File: src/rtl/conv1_ctrl_seq.sv
// rtl/conv1_ctrl_seq.sv - layer-1 convolution sequencer: weight load, row window fill, column MAC issue
module conv1_ctrl_seq #(
  parameter int NUM_FILT      = 6,
  parameter int NUM_FILT_ROWS = 5,
  parameter int IMG_ROWS      = 32,
  parameter int NUM_OUT_ROWS  = 28,
  parameter int NUM_COL_WIN   = 7
) (
  input  logic       clk_i,
  input  logic       rst_i,
  input  logic       start_i,
  input  logic       wght_reload_i,
  input  logic       mac_rdy_i,
  output logic       wght_rd_en_o,
  output logic [4:0] wght_rd_addr_o,
  output logic       row_rd_en_o,
  output logic [4:0] row_rd_addr_o,
  output logic [2:0] col_sel_o,
  output logic       mac_vld_o,
  output logic [4:0] out_row_o,
  output logic       busy_o,
  output logic       frame_done_o
);

  localparam logic [4:0] WGHT_LAST  = 5'(NUM_FILT * NUM_FILT_ROWS - 1);
  localparam logic [2:0] PRIME_LAST = 3'(NUM_FILT_ROWS - 1);
  localparam logic [4:0] ROW_AHEAD  = 5'(NUM_FILT_ROWS - 1);
  localparam logic [4:0] IMG_LAST   = 5'(IMG_ROWS - 1);
  localparam logic [4:0] OUT_LAST   = 5'(NUM_OUT_ROWS - 1);
  localparam logic [2:0] COL_LAST   = 3'(NUM_COL_WIN - 1);

  typedef enum logic [2:0] {
    S_IDLE,
    S_LD_WGHT,
    S_LD_ROWS,
    S_SETTLE,
    S_COMPUTE,
    S_DONE
  } state_t;

  state_t     state;
  state_t     state_nxt;
  logic [4:0] wght_cnt;
  logic [2:0] prime_cnt;
  logic [2:0] col_cnt;
  logic [4:0] out_row;
  logic [5:0] row_sum;

  // Output row r needs image row r+4 shifted in; clamp so the address never leaves the image.
  assign row_sum = {1'b0, out_row} + {1'b0, ROW_AHEAD};

  always_ff @(posedge clk_i) begin
    if (rst_i) begin
      state     <= S_IDLE;
      wght_cnt  <= '0;
      prime_cnt <= '0;
      col_cnt   <= '0;
      out_row   <= '0;
    end else begin
      state <= state_nxt;
      case (state)
        S_IDLE: begin
          if (start_i) begin
            wght_cnt  <= '0;
            prime_cnt <= '0;
            col_cnt   <= '0;
            out_row   <= '0;
          end
        end
        S_LD_WGHT: begin
          if (wght_cnt != WGHT_LAST) wght_cnt <= wght_cnt + 5'd1;
        end
        S_LD_ROWS: begin
          if (out_row == '0 && prime_cnt != PRIME_LAST) prime_cnt <= prime_cnt + 3'd1;
        end
        S_SETTLE: begin
          col_cnt <= '0;
        end
        S_COMPUTE: begin
          // The last window of the last row leaves both counters at their terminal values.
          if (mac_rdy_i) begin
            if (col_cnt != COL_LAST) begin
              col_cnt <= col_cnt + 3'd1;
            end else if (out_row != OUT_LAST) begin
              out_row <= out_row + 5'd1;
              col_cnt <= '0;
            end
          end
        end
        default: ;
      endcase
    end
  end

  always_comb begin
    state_nxt      = state;
    wght_rd_en_o   = 1'b0;
    wght_rd_addr_o = '0;
    row_rd_en_o    = 1'b0;
    row_rd_addr_o  = '0;
    col_sel_o      = '0;
    mac_vld_o      = 1'b0;
    out_row_o      = '0;
    busy_o         = 1'b0;
    frame_done_o   = 1'b0;

    case (state)
      S_IDLE: begin
        if (start_i) state_nxt = wght_reload_i ? S_LD_WGHT : S_LD_ROWS;
      end
      S_LD_WGHT: begin
        if (wght_cnt == WGHT_LAST) state_nxt = S_LD_ROWS;
      end
      S_LD_ROWS: begin
        if (out_row != '0 || prime_cnt == PRIME_LAST) state_nxt = S_SETTLE;
      end
      S_SETTLE: begin
        state_nxt = S_COMPUTE;
      end
      S_COMPUTE: begin
        if (mac_rdy_i && col_cnt == COL_LAST)
          state_nxt = (out_row == OUT_LAST) ? S_DONE : S_LD_ROWS;
      end
      S_DONE: begin
        state_nxt = S_IDLE;
      end
      default: begin
        state_nxt = S_IDLE;
      end
    endcase

    // Outputs are forced low for the whole reset cycle, not just after the edge.
    if (!rst_i) begin
      out_row_o = out_row;
      busy_o    = (state != S_IDLE);
      case (state)
        S_LD_WGHT: begin
          wght_rd_en_o   = 1'b1;
          wght_rd_addr_o = wght_cnt;
        end
        S_LD_ROWS: begin
          row_rd_en_o = 1'b1;
          if (out_row == '0)
            row_rd_addr_o = {2'b00, prime_cnt};
          else if (row_sum > {1'b0, IMG_LAST})
            row_rd_addr_o = IMG_LAST;
          else
            row_rd_addr_o = row_sum[4:0];
        end
        S_COMPUTE: begin
          mac_vld_o = 1'b1;
          col_sel_o = col_cnt;
        end
        S_DONE: begin
          frame_done_o = 1'b1;
        end
        default: ;
      endcase
    end
  end

endmodule
File: config.mk
export PLATFORM = sky130hd
export DESIGN_NAME = conv1_ctrl_seq
export DESIGN_NICKNAME = d
export VERILOG_FILES = /design/src/rtl/conv1_ctrl_seq.sv
export SDC_FILE = /design/constraint.sdc
export NUM_CORES = 1
export LEC_CHECK = 0
export CAP_MARGIN = 20
export CORE_UTILIZATION = 45
export CTS_CLUSTER_SIZE = 14
export DETAILED_ROUTE_END_ITERATION = 8
export GPL_ROUTABILITY_DRIVEN = 0
export MAX_ROUTING_LAYER = met4
export PLACE_DENSITY_LB_ADDON = 0.25
export SLEW_MARGIN = 15
export SYNTH_ARGS = -nofsm -noshare
export SYNTH_HDL_FRONTEND = slang
export SYNTH_SLANG_ARGS = --single-unit
File: constraint.sdc
create_clock -name clk_i -period 4.7 [get_ports clk_i]
set_input_delay 0.94 -clock clk_i [delete_from_list [all_inputs] [get_ports clk_i]]
set_output_delay 0.94 -clock clk_i [all_outputs]
set_load 0.01 [all_outputs]
# Word level (Yosys, flattened, before mapping)
# Index checks and enable logic that the tools add are counted.
# classes
magnitude_cmp,1
muxes,39
eq_ne,23
reduce_logical,16
add_sub_neg,5
# ops
cell,count
5-bit 2-to-1 mux,12
3-bit 2-to-1 mux,12
5-bit case mux with 2 select lines,2
2-bit != test (second input constant),9
3-bit case mux with 5 select lines,1
3-bit == test (second input constant),4
5-bit by 1-bit adder with 5-bit output (second input constant),2
5-bit == test (second input constant),2
5-bit != test (second input constant),2
1-bit 2-to-1 mux,9
3-bit != test (second input constant),3
3-bit case mux with 3 select lines,1
4-bit AND reduction,2
3-bit by 1-bit adder with 3-bit output (second input constant),2
5-bit by 3-bit adder with 6-bit output (second input constant),1
3-bit by 2-bit == test with 1-bit output (second input constant),2
6-bit by 5-bit > comparator with 1-bit output (second input constant),1
3-bit case mux with 2 select lines,1
3-bit AND reduction,2
2-bit nonzero test,3
3-bit nonzero test,2
5-bit zero test,1
5-bit AND reduction,1
5-bit nonzero test,1
5 further kinds,6
# totals
in_bits,5
regBits,19
word_cells,89

# Depth between registers and ports, before layout
# logic_depth
word_depth,6
depth_mapped,7

# Worst setup path after synthesis
# OpenSTA, ideal clock, no wires.
# synth_path
path_type,input port to output port
startpoint,in rst_i
endpoint,out wght_rd_addr_o[0]
path_slack_ns,1.929
required_time_ns,3.760
arrival_time_ns,1.831
stages,4
cell_sequence,or4b_1 > buf_2 > inv_2 > and2_1
# synth_between
elab_chain_len,1
# synth_rtl
element,line_no,text
"start, declared",10,"input logic rst_i,"
5-bit 2-to-1 mux,133,if (!rst_i) begin
"end, declared",15,"output logic [4:0] wght_rd_addr_o,"
# No other way between the ends.

# Final worst setup path
# layout_path
startpoint,in rst_i
endpoint,out wght_rd_addr_o[2]
# The elaborated chain is that of the path after synthesis.

==> impl_metrics.ini <==
[floorplan]
die_x_um = 57.7
placeableCoreArea_um2 = 2850
std_cell_rows = 19
start_util_pct = 49.0
ioPinCount = 28
dieArea_um2 = 3330
die_h_um = 57.7

[clock_tree]
clock_latency_ps = 300
root_buffer = clkbuf_4
cts_sinks = 19
cts_buffers = 3
hold_buffers = 0
cts.htree.levels = 1
cts_buffer_depth = 2
cts_setup_buffers = 0
ctsResizeCount = 0
clk_pin_slew_ps = 100
cts_tree = yes

[synth]
synthCells = 191
synth_fp_nets = 205
synthTopCellsByArea = dfxtp_1 (27%), ha_1 (8.1%), nor2_1 (6.2%)
async_flop_share_pct = 0
yosys_warnings = 0
synth-seq-area-share_pct = 27.2
syn_area_per_cell_um2 = 7.32
synth-edff-count = 0
syn_area_um2 = 1400
netlist.area_leader.share_pct = 27.2
synth.largest_area_cell = dfxtp_1
synth_seq_cells = 19
synth_ff_type = dfxtp_1
ys_types = 43

[routing]
drt_iter0_drc = 67
viasPerCell = 5.75
drt-pass1-iter-count = 4
wire_per_inst_um = 13.6
routed_wl_um = 3320
ant_nets = 0
route.detailed.drc = 0
vias = 1403

[critical_path]
arrival_ps = 2810
reg2reg_slack_ps = 2700
crit_required_ps = 3760
slowest_stage = or4b_1
critPathLaunchType = input pin
path_cells = clkdlybuf4s50_1 > or4b_1 > inv_2 > and2_1 > clkdlybuf4s50_1
max_stage_delay_ps = 600
worstSetupPathType = in -> out
crit_path_end_kind = primary output
worstReg2RegEnd = out_row[4]
reg2regPathDepth = 4
cpMostUsedCell = clkdlybuf4s50_1
crit_fanout = 8
r2r-start = state[2]

[grt]
grt_pass1_wl_um = 5670
antenna_found_initial = 0
grt_pass1_vias = 1345
track_usage_pct = 22.2
use_met2_pct = 37.5
grt_use_met1_pct = 26.6
grt.busiest_layer = met2
grt-ovfl-total = 0
grt_max_degree = 25
grtUsageMet3_pct = 2.68

[hold_path]
min_path_cells = 2
hold_class = reg -> reg
min_from = prime_cnt[1]
hold_path_end = prime_cnt[1]

[power]
p_leak_nw = 0.622
powerDensity_nw_per_um2 = 290
power_mw = 0.491
peakVddDrop_v = 0.000156

[final_layout]
final-seq-area_um2 = 380
nFillCells = 270
final_layout_size_suffix_gt1_share_pct = 4.69
syn2layout_area_growth_pct = 20.9
multi_input_area_um2 = 915
antenna_cells = 0
finalNetCount = 228

[timing]
max_slew.worst_pin.slew_ps = 664
relSlewSlack_pct = 55.3
setup_tns_ps = 0
hold_viol = 0
grt_setup_unrepaired = no
max_freq_mhz = 267
timing.hold.ws_ps = 504
finalSetupViolCount = 0
clock_skew_ps = 2.33
finalMaxSlewViolations = 0
layout_min_cycle_time_ps = 3750
min_period_over_period_pct = 79.7

[place]
numPortBuffers = 27
dpl.hpwl_um = 2510

[flow_run]
maxCapViolCount = 0

[outcome]
outcome = completed
==> cells in the mapped netlist (all sizes together), types with 2 or more instances <==
cell and instances:
nand4 2, ha 9, nand3 4, clkbuf 4, a31oi 6, nor2 23
nor2b 4, and2 10, buf 6, nor3 7, nor4 2, nand2 18
inv 14, a21oi 11, a311oi 2, or4b 2, a211oi 7, nand3b 6
nand2b 2, mux2 3, dfxtp 19, o21ai 12, o31ai 2
==> placed cells by master (no fill, tap or decap), types with 2 or more instances in the layout <==
| cell type | n |
|---|---|
| clkdlybuf4s50_1 | 27 |
| nor2_1 | 23 |
| dfxtp_1 | 19 |
| nand2_1 | 18 |
| inv_1 | 13 |
| o21ai_0 | 11 |
| a21oi_1 | 11 |
| and2_1 | 10 |
| ha_1 | 9 |
| nor3_1 | 7 |
| a211oi_1 | 7 |
| nand3b_1 | 6 |
| a31oi_1 | 6 |
| nor2b_1 | 4 |
| nand3_1 | 4 |
| mux2_2 | 3 |
| clkbuf_4 | 3 |
| or4b_1 | 2 |
| a311oi_1 | 2 |
| nand4_1 | 2 |
| nor4_1 | 2 |
| o31ai_1 | 2 |
| nand2b_1 | 2 |
==> metal layers <==
metal  part of all wire, %  vias up
met5                     0        -
met4                   1.5        0
met3                   3.5        5
met2                    49       35
met1                    46      646
li1                      -      717
==> final cells by class <==
| type | instances | share of cell area (%) |
|---|---|---|
| clock buffers | 4 | 1.55 |
| well taps | 31 | 2.29 |
| inverters | 14 | 3.11 |
| flip-flops and latches | 19 | 22.5 |
| repair buffers | 28 | 16.4 |
| multi-input cells | 148 | 54.1 |
==> worst max-delay path, delay by kind of cell <==
family,cells,cell delay [ps]
and+or+nand+nor,2,740
buffers and inverters,3,1120
==> power by group <==
group,internal [mW],switching (mW)
logic,0.0829,0.0969
registers,0.177,0.0500
clock network,0.0331,0.0512
total,0.293,0.198
==> logic make-up after synthesis <==
kind of cell | after synthesis | share of synthesized area, %
xor+xnor | 1 | 0.627
simple gates | 88 | 33.3
mux | 4 | 3.13
flops | 19 | 27.2
buf+inv | 24 | 7.34
compound gates | 46 | 20.3
fa+ha+maj | 9 | 8.06
==> worst max path at each step <==
stage / endpoint / cells after the start / slack, ps / from
CTS: wght_rd_addr_o[2] / 5 / 970 / rst_i
floorplan: wght_rd_addr_o[0] / 4 / 1930 / rst_i
global placement: wght_rd_addr_o[2] / 5 / 1030 / rst_i
finish: wght_rd_addr_o[2] / 5 / 950 / rst_i
global route: wght_rd_addr_o[2] / 5 / 890 / rst_i
detailed placement: wght_rd_addr_o[2] / 5 / 960 / rst_i
==> stage by stage <==
stage                     utilization, %  area [um^2]  instances  setup slack, ps
after floorplan                        -         1400        191             1930
after global placement              58.3         1660        240             1030
after detailed placement            58.3         1660        240              960
after CTS                           59.3         1690        244              967
after global routing                59.3         1690        244              886
final                               59.3         1690        244              953
==> sequential cells by signal (all words and copies together), names as in the netlist <==
register   flops
state          3
prime_cnt      3
out_row        5
wght_cnt       5
col_cnt        3
No activity file was read; power rests on OpenSTA's default activity.
